==> src/rtl/sdram_arbiter.sv <==
// Two-client request arbiter in front of a single-outstanding SDRAM controller port.
// Build option SDRAM_ARB_FIXED_PRIO_EN: client 0 always wins ties; default is round-robin.
module sdram_arbiter #(
  parameter int ADDR_W = 23
) (
  input  logic              clk,
  input  logic              rst,
  input  logic [ADDR_W-1:0] c0_addr,
  input  logic [1:0]        c0_wbyte_addr,
  input  logic              c0_rw,
  input  logic [31:0]       c0_data_in,
  input  logic              c0_in_valid,
  output logic              c0_busy,
  output logic              c0_out_valid,
  output logic [31:0]       c0_data_out,
  input  logic [ADDR_W-1:0] c1_addr,
  input  logic [1:0]        c1_wbyte_addr,
  input  logic              c1_rw,
  input  logic [31:0]       c1_data_in,
  input  logic              c1_in_valid,
  output logic              c1_busy,
  output logic              c1_out_valid,
  output logic [31:0]       c1_data_out,
  output logic [ADDR_W-1:0] sd_addr,
  output logic [1:0]        sd_wbyte_addr,
  output logic              sd_rw,
  output logic [31:0]       sd_data_in,
  output logic              sd_in_valid,
  input  logic              sd_busy,
  input  logic              sd_out_valid,
  input  logic [31:0]       sd_data_out
);
  typedef enum logic [1:0] {IDLE, ISSUE, SETTLE, WAIT_RD} state_t;

  logic [ADDR_W-1:0] in_addr [2];
  logic [1:0]        in_wbyte [2];
  logic [31:0]       in_data [2];
  logic [1:0]        in_rw, in_valid;

  logic [ADDR_W-1:0] slot_addr [2];
  logic [1:0]        slot_wbyte [2];
  logic [31:0]       slot_data [2];
  logic [31:0]       data_out [2];
  logic [1:0]        slot_rw, full, busy, out_valid;

  state_t            state_q, state_d;
  logic              grant_q, grant_d, pick, issue_load, rd_done;
  logic              sd_in_valid_q, sd_rw_q;
  logic [ADDR_W-1:0] sd_addr_q;
  logic [1:0]        sd_wbyte_q;
  logic [31:0]       sd_data_q;
`ifndef SDRAM_ARB_FIXED_PRIO_EN
  logic              last_q, last_d;
`endif

  assign in_addr[0]  = c0_addr;
  assign in_addr[1]  = c1_addr;
  assign in_wbyte[0] = c0_wbyte_addr;
  assign in_wbyte[1] = c1_wbyte_addr;
  assign in_data[0]  = c0_data_in;
  assign in_data[1]  = c1_data_in;
  assign in_rw       = {c1_rw, c0_rw};
  assign in_valid    = {c1_in_valid, c0_in_valid};

  always_comb begin
`ifdef SDRAM_ARB_FIXED_PRIO_EN
    pick = ~full[0];
`else
    pick   = (full == 2'b11) ? ~last_q : ~full[0];
    last_d = last_q;
`endif
    state_d    = state_q;
    grant_d    = grant_q;
    issue_load = 1'b0;
    rd_done    = 1'b0;
    case (state_q)
      IDLE: begin
        if ((|full) && !sd_busy) begin
          state_d    = ISSUE;
          grant_d    = pick;
          issue_load = 1'b1;
`ifndef SDRAM_ARB_FIXED_PRIO_EN
          last_d     = pick;
`endif
        end
      end
      ISSUE:   state_d = SETTLE;
      // sd_busy lags acceptance by a cycle, so it is not trusted here
      SETTLE:  state_d = sd_rw_q ? IDLE : WAIT_RD;
      WAIT_RD: begin
        if (sd_out_valid) begin
          rd_done = 1'b1;
          state_d = IDLE;
        end
      end
      default: state_d = IDLE;
    endcase
  end

  always_ff @(posedge clk or posedge rst) begin
    if (rst) begin
      state_q       <= IDLE;
      grant_q       <= 1'b0;
      sd_in_valid_q <= 1'b0;
      sd_rw_q       <= 1'b0;
      sd_addr_q     <= '0;
      sd_wbyte_q    <= '0;
      sd_data_q     <= '0;
`ifndef SDRAM_ARB_FIXED_PRIO_EN
      last_q        <= 1'b1;
`endif
    end else begin
      state_q       <= state_d;
      grant_q       <= grant_d;
      sd_in_valid_q <= issue_load;
      if (issue_load) begin
        sd_addr_q  <= slot_addr[pick];
        sd_wbyte_q <= slot_wbyte[pick];
        sd_rw_q    <= slot_rw[pick];
        sd_data_q  <= slot_data[pick];
      end
`ifndef SDRAM_ARB_FIXED_PRIO_EN
      last_q        <= last_d;
`endif
    end
  end

  generate
    for (genvar gi = 0; gi < 2; gi++) begin : g_client
      localparam logic ID = 1'(gi);
      logic              full_q, pend_q, ov_q, rw_q;
      logic [ADDR_W-1:0] addr_q;
      logic [1:0]        wbyte_q;
      logic [31:0]       data_q, dout_q;
      logic              capture, clear, mine_done;

      assign capture   = in_valid[gi] & ~busy[gi];
      assign clear     = (state_q == ISSUE) && (grant_q == ID);
      assign mine_done = rd_done && (grant_q == ID);

      // pend_q covers a read from grant until its out_valid pulse has been seen
      always_ff @(posedge clk or posedge rst) begin
        if (rst) begin
          full_q  <= 1'b0;
          pend_q  <= 1'b0;
          ov_q    <= 1'b0;
          rw_q    <= 1'b0;
          addr_q  <= '0;
          wbyte_q <= '0;
          data_q  <= '0;
          dout_q  <= '0;
        end else begin
          if (capture) begin
            full_q  <= 1'b1;
            addr_q  <= in_addr[gi];
            wbyte_q <= in_wbyte[gi];
            rw_q    <= in_rw[gi];
            data_q  <= in_data[gi];
          end else if (clear) begin
            full_q  <= 1'b0;
          end
          if (issue_load && (pick == ID) && !rw_q) pend_q <= 1'b1;
          else if (ov_q)                           pend_q <= 1'b0;
          ov_q <= mine_done;
          if (mine_done) dout_q <= sd_data_out;
        end
      end

      assign busy[gi]       = full_q | pend_q;
      assign full[gi]       = full_q;
      assign slot_rw[gi]    = rw_q;
      assign slot_addr[gi]  = addr_q;
      assign slot_wbyte[gi] = wbyte_q;
      assign slot_data[gi]  = data_q;
      assign out_valid[gi]  = ov_q;
      assign data_out[gi]   = dout_q;
    end
  endgenerate

  assign c0_busy       = busy[0];
  assign c1_busy       = busy[1];
  assign c0_out_valid  = out_valid[0];
  assign c1_out_valid  = out_valid[1];
  assign c0_data_out   = data_out[0];
  assign c1_data_out   = data_out[1];
  assign sd_in_valid   = sd_in_valid_q;
  assign sd_addr       = sd_addr_q;
  assign sd_wbyte_addr = sd_wbyte_q;
  assign sd_rw         = sd_rw_q;
  assign sd_data_in    = sd_data_q;
endmodule

==> config.mk <==
export PLATFORM = sky130hd
export DESIGN_NAME = sdram_arbiter
export DESIGN_NICKNAME = d
export VERILOG_FILES = /design/src/rtl/sdram_arbiter.sv
export SDC_FILE = /design/constraint.sdc
export NUM_CORES = 1
export LEC_CHECK = 0
export ABC_CLOCK_PERIOD_IN_PS = 10600
export CAP_MARGIN = 20
export CELL_PAD_IN_SITES_DETAIL_PLACEMENT = 0
export CELL_PAD_IN_SITES_GLOBAL_PLACEMENT = 2
export CORE_UTILIZATION = 32
export CTS_BUF_LIST = sky130_fd_sc_hd__clkbuf_16
export CTS_CLUSTER_SIZE = 12
export DETAILED_ROUTE_END_ITERATION = 7
export GPL_TIMING_DRIVEN = 1
export PLACE_DENSITY = 0.83
export SLEW_MARGIN = 25
export SYNTH_ARGS = -nofsm -noshare
export SYNTH_HDL_FRONTEND = slang
export SYNTH_SLANG_ARGS = --single-unit
==> constraint.sdc <==
create_clock -name clk -period 10.6 [get_ports clk]
set_clock_uncertainty 0.05 [all_clocks]
set_input_delay 2.12 -clock clk [delete_from_list [all_inputs] [get_ports clk]]
set_output_delay 2.12 -clock clk [all_outputs]
set_load 0.005 [all_outputs]
==> out/results.txt <==
die height: 178 um
DR DRC count: 0
nets@finish: 1116
status: finished, final reports clean
Final Hold Viols: 0
TritonRoute pass-1 iters: 4
Worst Hold Class: flip-flop to flip-flop
Crit. End Element: output pin
routed via count: 6743
Cells after Synth: 695
die area: 31800 um^2
HPWL after detailed placement: 17000 um
Finished Cell Area: 13900 um^2
worst-skew pair later-pin latency: 0.53 ns
RSZ-0062 raised after global routing: no
max frequency: 249 MHz
mapped cell area: 9940 um^2
Final TNS setup: 0 ns
post-CTS sizing: 0
MaxCap Viol Count: 0
most common cell after layout, fill and taps aside: clkdlybuf4s50_1
DRT iter0 DRCs: 248
Buffers on Ports: 280
placeable core region: 30600 um^2
Routed WL: 26900 um
root buf cell: clkbuf_16
crit start category: flip-flop
worst path arrival time: 1.85 ns
area grow syn2layout: 40.0%
CTS Sinks: 249
CTS Hold Bufs: 0
P_leak: 0.00581 uW
largest net degree at the start of global routing: 122
clock period minus worst slack: 4.02 ns
initial antenna violation count: 1
TritonCTS clock tree: yes
Synth Register Bits: 249
commonest non-fill, non-tap cells in the layout: 280 x clkdlybuf4s50_1, 247 x dfrtp_1, 180 x mux2_2
Placed Area: 13100 um^2
Req. time, crit path: 8.43 ns
fraction of layout cells with a size suffix above 1: 26.2%
synth unique cells: 31
Clock Pin Slew Worst Setup and Hold Paths: 0.06 ns
n_diodes: 0
CTS Buf Count: 28
peak fanout along the critical path: 6
final worst-path cycle share: 38.0%
Setup Buffers After CTS: 0
H-tree depth: 1
global-route wire length before repair: 42300 um
Max clock buf depth: 3
Max-slew headroom: 38.2%
critical path class: flip-flop to output pin
worst reg2reg startpoint: g_client[0].full_q
overall routing resource usage: 17.1%
syn_area_per_cell: 14.3 um^2
GP Congestion: 0.734
vias in the first global route: 7397
WL/cell: 19.5 um
CP startpoint: g_client[1].full_q
yosys warns: 0
final setup vio count: 0
Top-Level Pins: 281
initial core utilization: 32.5%
synthesized net count: 849
CP endpoint: c1_busy
P per Cell Area: 291 nW/um^2
chip width: 178 um
Worst-Margin Slew: 0.927 ns
R2R Path End: sd_addr[19]
pins over their slew limit: 0
DR vias/cell: 4.89
Routed Antenna Nets: 0
sequential-to-total area share from yosys stat: 62.7%
row cnt: 64
total grt overflow: 0
Worst R2R Setup Slack: 8.04 ns
reg2reg path depth: 5
Peak VDD IR: 0.168 mV
Yosys cell counts:
library cell	count	area share, %
dfrtp_1	248	62
clkbuf_1	22	0.83
nor3_1	38	1.9
buf_2	20	1.0
nand2_1	62	2.3
buf_6	6	0.68
nand4b_1	1	0.088
nor2_1	2	0.076
a31oi_1	1	0.063
inv_1	9	0.34
or3_1	1	0.063
nor2b_1	1	0.063
a21oi_1	1	0.050
or2_2	1	0.063
and3_1	1	0.063
nor3_2	21	2.1
mux2_2	180	20
o211ai_1	1	0.076
buf_1	1	0.038
o21a_1	2	0.15
a221o_1	58	5.8
nand2b_1	1	0.063
nand3b_1	1	0.076
o21ai_0	4	0.20
buf_4	5	0.38
o21ai_1	1	0.050
nand3_1	1	0.050
nand4_1	1	0.063
dfstp_2	1	0.26
o22ai_1	2	0.13
or2_1	1	0.063
per-stage QoR:
| step | hold WS, ns | util [%] | total power [uW] | setup slack [ns] | instances |
|---|---|---|---|---|---|
| 2_1_floorplan | 0.392 | - | 2450 | 1.59 | 695 |
| 3_3_place_gp | 0.405 | 42.7 | 3170 | 6.11 | 1328 |
| 3_5_place_dp | 0.417 | 42.7 | 3200 | 6.10 | 1328 |
| 4_1_cts | 0.427 | 45.5 | 4120 | 6.52 | 1378 |
| 5_1_grt | 0.446 | 45.5 | 4320 | 6.51 | 1378 |
| 6_report | 0.421 | 45.5 | 4060 | 6.58 | 1378 |
worst min path at each step:
stage,from,depth (start not counted),endpoint,slack [ns]
global route,c1_out_valid,1,g_client[1].pend_q,0.45
CTS,c0_out_valid,1,g_client[0].pend_q,0.43
finish,c1_out_valid,1,g_client[1].pend_q,0.42
floorplan,g_client[0].rw_q,1,g_client[0].pend_q,0.39
detailed placement,c0_out_valid,1,g_client[0].pend_q,0.42
global placement,c1_out_valid,1,g_client[1].pend_q,0.41
final cells by class:
| cell class | count | area, um^2 |
|---|---|---|
| well taps | 396 | 495 |
| multi-input cells | 383 | 3420 |
| repair buffers | 291 | 2890 |
| clock buffers | 29 | 726 |
| flip-flops and latches | 249 | 6230 |
| inverters | 9 | 41.3 |
| fillers | 2838 | 16700 |
| clock inverters | 21 | 114 |
per-layer routing:
layer | track usage, % | vias up | part of all wire [%]
met3 | 5.18 | 34 | 8.3
met2 | 28.4 | 217 | 47
met4 | 3.71 | 2 | 1.5
met1 | 21.9 | 3420 | 43
met5 | 0 | - | 0.048
li1 | - | 3070 | -
cell families after synthesis:
| logic type | after synthesis | synth area share [%] |
|---|---|---|
| DFF | 249 | 62.7 |
| muxes | 180 | 20.4 |
| and+or+nand+nor | 133 | 7.10 |
| AOI/OAI and AO/OA | 70 | 6.56 |
| buffers and inverters | 63 | 3.27 |
worst max-delay path, cell delays in order, from the launching register on:
cell             delay [ns]
dfrtp_1                0.45
or2_2                  0.37
clkdlybuf4s50_1        0.51
sequential cells by signal (all words and copies together), names as in the netlist, 2 cells and up:
signal and count:
g_client.wbyte_q 4, g_client.full_q 2, g_client.data_q 64, g_client.addr_q 46
g_client.pend_q 2, sd_data_in 32, sd_addr 23, c1_data_out 32
state_q 2, g_client.rw_q 2, sd_wbyte_addr 2, c0_data_out 32
power by group:
group | internal (uW) | total [uW] | leakage (uW) | switching, uW
Combinational | 909 | 1490 | 0.00234 | 582
Sequential | 1420 | 1680 | 0.00301 | 257
Clock | 513 | 890 | 0.000452 | 377
(Power assumes the default switching activity.)
